[src/rtl/nfc_rx_ctrl.sv]
// Far-end NFC consumer: decodes XOFF / XON / timed-pause messages and gates the
// user TX AXI-Stream path, closing the gate only at frame boundaries when enabled.
module nfc_rx_ctrl #(
  parameter int DATA_W       = 32,
  parameter int QUANTUM      = 8,
  parameter int GATE_ON_LAST = 1,
  parameter int XOFF_TIMEOUT = 65535
) (
  input  logic              clk,
  input  logic              rst_n,
  input  logic              nfc_valid,
  input  logic [15:0]       nfc_data,
  output logic              nfc_ready,
  input  logic              s_axis_tvalid,
  output logic              s_axis_tready,
  input  logic [DATA_W-1:0] s_axis_tdata,
  input  logic              s_axis_tlast,
  output logic              m_axis_tvalid,
  input  logic              m_axis_tready,
  output logic [DATA_W-1:0] m_axis_tdata,
  output logic              m_axis_tlast,
  output logic              paused,
  output logic              nfc_err,
  output logic              xoff_timeout
);

  // state       | meaning
  // RUN         | gate open, no pause requested
  // DRAIN       | pause requested mid-frame, gate open until tlast is accepted
  // PAUSE_XOFF  | gate closed until XON (or watchdog expiry)
  // PAUSE_TIMED | gate closed until the pause counter reaches zero

  localparam int CNT_W = 8 + $clog2(QUANTUM);
  localparam int WD_W  = (XOFF_TIMEOUT > 0) ? $clog2(XOFF_TIMEOUT + 1) : 1;
  localparam logic [WD_W-1:0] WD_LAST = WD_W'((XOFF_TIMEOUT > 0) ? XOFF_TIMEOUT - 1 : 0);

  typedef enum logic [1:0] {RUN, DRAIN, PAUSE_XOFF, PAUSE_TIMED} state_t;

  state_t            state_q, state_d;
  logic              gate_open, gate_open_d;
  logic              in_frame;
  logic [CNT_W-1:0]  cnt_q, cnt_d;
  logic [WD_W-1:0]   wd_q, wd_d;
  logic              pend_xoff_q, pend_xoff_d;
  logic [7:0]        pend_cnt_q, pend_cnt_d;

  logic              msg, illegal, is_xoff, is_xon, is_timed;
  logic              beat, frame_end;
  logic [CNT_W-1:0]  timed_load, pend_load;

  assign m_axis_tvalid = s_axis_tvalid & gate_open;
  assign s_axis_tready = m_axis_tready & gate_open;
  assign m_axis_tdata  = s_axis_tdata;
  assign m_axis_tlast  = s_axis_tlast;
  assign paused        = ~gate_open;

  assign msg       = nfc_valid & nfc_ready;
  assign illegal   = |nfc_data[15:9];
  assign is_xoff   = msg & ~illegal & nfc_data[8];
  assign is_xon    = msg & ~illegal & ~nfc_data[8] & (nfc_data[7:0] == 8'd0);
  assign is_timed  = msg & ~illegal & ~nfc_data[8] & (nfc_data[7:0] != 8'd0);
  assign beat      = s_axis_tvalid & s_axis_tready;
  assign frame_end = beat & s_axis_tlast;

  assign timed_load = CNT_W'(int'(nfc_data[7:0]) * QUANTUM - 1);
  assign pend_load  = CNT_W'(int'(pend_cnt_q) * QUANTUM - 1);

  always_comb begin
    state_d      = state_q;
    cnt_d        = cnt_q;
    wd_d         = wd_q;
    pend_xoff_d  = pend_xoff_q;
    pend_cnt_d   = pend_cnt_q;
    nfc_err      = msg & illegal;
    xoff_timeout = 1'b0;

    if (is_xoff || is_timed) begin
      pend_xoff_d = is_xoff;
      pend_cnt_d  = nfc_data[7:0];
    end

    case (state_q)
      RUN: begin
        if (is_xoff || is_timed) begin
          if ((GATE_ON_LAST != 0) && in_frame && !frame_end) begin
            state_d = DRAIN;
          end else if (is_xoff) begin
            state_d = PAUSE_XOFF;
            wd_d    = '0;
          end else begin
            state_d = PAUSE_TIMED;
            cnt_d   = timed_load;
          end
        end
      end
      DRAIN: begin
        if (is_xon) begin
          state_d = RUN;
        end else if (frame_end) begin
          // a message arriving with the final beat overrides the pending one
          if (is_xoff || (!is_timed && pend_xoff_q)) begin
            state_d = PAUSE_XOFF;
            wd_d    = '0;
          end else begin
            state_d = PAUSE_TIMED;
            cnt_d   = is_timed ? timed_load : pend_load;
          end
        end
      end
      PAUSE_XOFF: begin
        if (is_xon) begin
          state_d = RUN;
        end else if (is_timed) begin
          state_d = PAUSE_TIMED;
          cnt_d   = timed_load;
        end else if (is_xoff) begin
          wd_d = '0;
        end else if ((XOFF_TIMEOUT != 0) && (wd_q == WD_LAST)) begin
          state_d      = RUN;
          xoff_timeout = 1'b1;
        end else if (wd_q != '1) begin
          wd_d = wd_q + 1'b1;
        end
      end
      PAUSE_TIMED: begin
        if (is_xon) begin
          state_d = RUN;
        end else if (is_xoff) begin
          state_d = PAUSE_XOFF;
          wd_d    = '0;
        end else if (is_timed) begin
          cnt_d = timed_load;
        end else if (cnt_q == '0) begin
          state_d = RUN;
        end else begin
          cnt_d = cnt_q - 1'b1;
        end
      end
      default: state_d = RUN;
    endcase

    // leaving DRAIN closes the gate at once so the next frame cannot start
    gate_open_d = (state_q == RUN) ||
                  ((state_q == DRAIN) && ((state_d == DRAIN) || (state_d == RUN)));
  end

  always_ff @(posedge clk or negedge rst_n) begin
    if (!rst_n) begin
      state_q     <= RUN;
      gate_open   <= 1'b0;
      nfc_ready   <= 1'b0;
      in_frame    <= 1'b0;
      cnt_q       <= '0;
      wd_q        <= '0;
      pend_xoff_q <= 1'b0;
      pend_cnt_q  <= '0;
    end else begin
      state_q     <= state_d;
      gate_open   <= gate_open_d;
      nfc_ready   <= 1'b1;
      cnt_q       <= cnt_d;
      wd_q        <= wd_d;
      pend_xoff_q <= pend_xoff_d;
      pend_cnt_q  <= pend_cnt_d;
      if (beat) in_frame <= ~s_axis_tlast;
    end
  end

endmodule

[config.mk]
export PLATFORM = sky130hd
export DESIGN_NAME = nfc_rx_ctrl
export DESIGN_NICKNAME = d
export VERILOG_FILES = /design/src/rtl/nfc_rx_ctrl.sv
export SDC_FILE = /design/constraint.sdc
export NUM_CORES = 1
export LEC_CHECK = 0
export ABC_CLOCK_PERIOD_IN_PS = 2500
export CORE_MARGIN = 5
export CORE_UTILIZATION = 48
export CTS_CLUSTER_SIZE = 20
export DETAILED_ROUTE_END_ITERATION = 10
export GPL_ROUTABILITY_DRIVEN = 0
export PLACE_DENSITY = 0.81
export RECOVER_POWER = 100
export SLEW_MARGIN = 20
export SYNTH_ARGS = -nofsm -noshare
export SYNTH_HDL_FRONTEND = slang
export SYNTH_SLANG_ARGS = --single-unit
[constraint.sdc]
create_clock -name clk -period 2.5 [get_ports clk]
set_input_delay 0.375 -clock clk [delete_from_list [all_inputs] [get_ports clk]]
set_output_delay 0.375 -clock clk [all_outputs]
set_load 0.05 [all_outputs]
==> impl_results.md <==
* Status: complete, no violations
* HP Class: in2async
* Setup_tns at 0 ns
* Hold Slack at approximately 0.25 ns
* Most common cell in the netlist: dfrtp_1
* Routed wire length per instance at around 16 microns
* Synth Instances at 358
* Worst Tran Pin Value at 1.03 ns
* Power density cells at 811 mW/mm^2
* Antenna diodes at 0
* Final period utilization at a little over nine tenths
* Synth cell count leaders: 41 x dfrtp_1, 33 x buf_4, 28 x nor2_1
* Setup Viol. Count Final at 0
* Area growth syn-to-layout at 17.9%
* Core ar. at around 0.0063 sq mm
* Relative slew slack at 31.3%
* GR Overflow Total at 0
* Drt drc at 0
* RSZ-0062 raised after global routing: no
* Clock Latency Late Sink at approximately 0.30 ns
* Core Util, Final at about 58%
* Largest net degree at the start of global routing at 42
* Setup CP Type: in2out
* Share of cells above drive strength 1 at approximately 19%
* Root Driver: clkbuf_8
* Worst-path clk slew at 0.08 ns
* DPL Wire Length at approximately 5500 microns
* Global Route Usage Sum at 18.4%
* Fillers at roughly 570
* DRT antenna net count at 0
* Vias per cell at roughly 6
* Number of clock sinks at 41
* Buffers on Ports at 28
* Total power at slightly below 3 mW
* Met2 WL post-DR at 3880 microns
* Mean Syn Cell Area at between 8 and 9 sq um
* Async SR Flop Fraction at 100%
* Total Wirelength at about 7500 microns
* Max Cap Viol at 0
* Register area share after synthesis at 33.2%
* Vias in the first global route at between 2000 and 3000
* Max VDD drop at roughly 0.56 mV
* Crit path capture type: primary output
* Hold Violations, Final at 0
* Synth Register Bits at between 40 and 50
* Minimum clock period at ~2.4 ns
* Pleak at between 1.5 and 2 nW
* Max layer used: met4
* Register area at 0.00103 sq mm
* Detailed Routing Iterations Pass 1 at 5
* Die X-Extent at ~90 microns
* Maximum buffer depth of the clock tree at 2
* Area contributors post-synth: dfrtp_1 33%, buf_4 8.0%, nor2_1 3.4%, nand3_1 3.1%, o21ai_0 3.1%
* WL met1 at 3110 microns
* Critical Path AT at approximately 2.0 ns
* CTS tree: done
* Fin Clk Skew at 0.00388 ns
* Warnings from Yosys at 0
* Mapped cell area at 0.00309 sq mm
* Area of the multi-input gates at roughly 0.0017 sq mm
* R2r setup slk at roughly 0.35 ns
* Post-synth EDFFs at 0
* Count of different cell masters after synthesis at 57
* Iter 0 DRT Violations at between 150 and 200
* Die Area at 0.00814 sq mm
* CP startpoint kind: input pin
* Total CTS buffers at 5
* Prevailing post-synth register cell: dfrtp_1
* F_max at between 400 and 500 MHz
* Htree depth at 2
* Max-slew violations at 0
* Non-filler cells, final at approximately 480
* Initial antenna violation count at 0
* Row cnt at 29
* Post-placement cell count at about 470
* WP data required at 2.12 ns
* Via count at around 2800
* Share of the synthesized area in the top cell type at between 30 and 40%
* Synth area leader: dfrtp_1
* Worst-path maximum fanout at 7
* Starting Density at 48.9%
* # nets final at 460
* I/O pins at 93
* DIE HEIGHT at 90.2 microns
* Hold Buf Count CTS at 0
* First-pass GRT wire length at 12900 microns
* Met3 wire length at 342 microns
* Syn nets at approximately 420
worst max-delay path: stages:
cell	delay (ns)
clkdlybuf4s50_1	0.40
or4_4	0.42
or3_4	0.41
buf_6	0.15
nand3_2	0.06
nor2_1	0.05
buf_6	0.16
worst paths after layout:
check	from	end	cells after the start
hold reg to reg	pend_cnt_q[7]	pend_cnt_q[7]	1
setup reg to reg	wd_q[4]	wd_q[13]	5
min in group clk	pend_cnt_q[7]	pend_cnt_q[7]	1
max in group asynchronous	rst_n	pend_cnt_q[4]	1
setup / recovery	nfc_data[11]	xoff_timeout	7
hold / removal	rst_n	cnt_q[2]	1
state kept, by name, indices dropped and copies added, names as in the netlist:
register	count
wd_q	16
cnt_q	11
pend_cnt_q	8
state_q	2
gate_open	1
in_frame	1
nfc_ready	1
pend_xoff_q	1
cell families after synthesis:
group           Yosys count  synth area share [%]
simple gates            140                  24.1
compound gates           91                  21.4
buf+inv                  55                  11.1
mux                      10                  3.52
xor+xnor                 13                  3.69
flops                    41                  33.2
other cells               1                 0.121
fa+ha+maj                 7                  2.84
metrics by stage:
stage | instance area (sq um) | worst slack [ns]
detailed placement | 3500 | -0.391
global route | 3640 | 0.0193
global placement | 3500 | -0.336
floorplan | 3090 | 0.0677
finish | 3640 | 0.0921
CTS | 3610 | -0.00406
cells in the final DEF (no fill, tap or decap), types with 6 or more instances in the layout:
cell,instances
dfrtp_1,41
buf_4,38
nor2_1,28
nand2_1,24
o21ai_0,18
a21oi_1,18
nand3_1,18
clkdlybuf4s50_1,17
inv_1,12
nor3_1,12
o2bb2ai_1,9
xnor2_1,9
nor4_1,8
or4_1,7
and3_1,7
ha_1,7
mux2_2,6
o31ai_1,6
clkbuf_1,6
layer usage:
layer / up-vias / track usage (%)
met2: 85 / 31.8
li1: 1370 / -
met1: 1368 / 22.8
met4: 0 / 7.20
met5: - / 0
met3: 19 / 3.26
area by class of cell:
class	count	area share (%)
clock buffer	6	1.99
clock inverter	2	0.412
inverter	12	1.24
multi-input combinational	262	47.8
sequential	41	28.2
tap	77	2.65
timing repair buffer	77	17.8
repair_timing:
action | CTS | global route
gates resized for setup | 4 | 9
pin swaps | 1 | 7
buffers inserted | 1 | 3
endpoints found under the setup margin | 11 | 6
report_power, final:
part           total [mW]  switching (mW)  internal [mW]
Sequential           1.01           0.192          0.814
Combinational        1.52           0.819          0.697
Clock               0.433           0.236          0.197
Power figures use the tool's default switching activity.
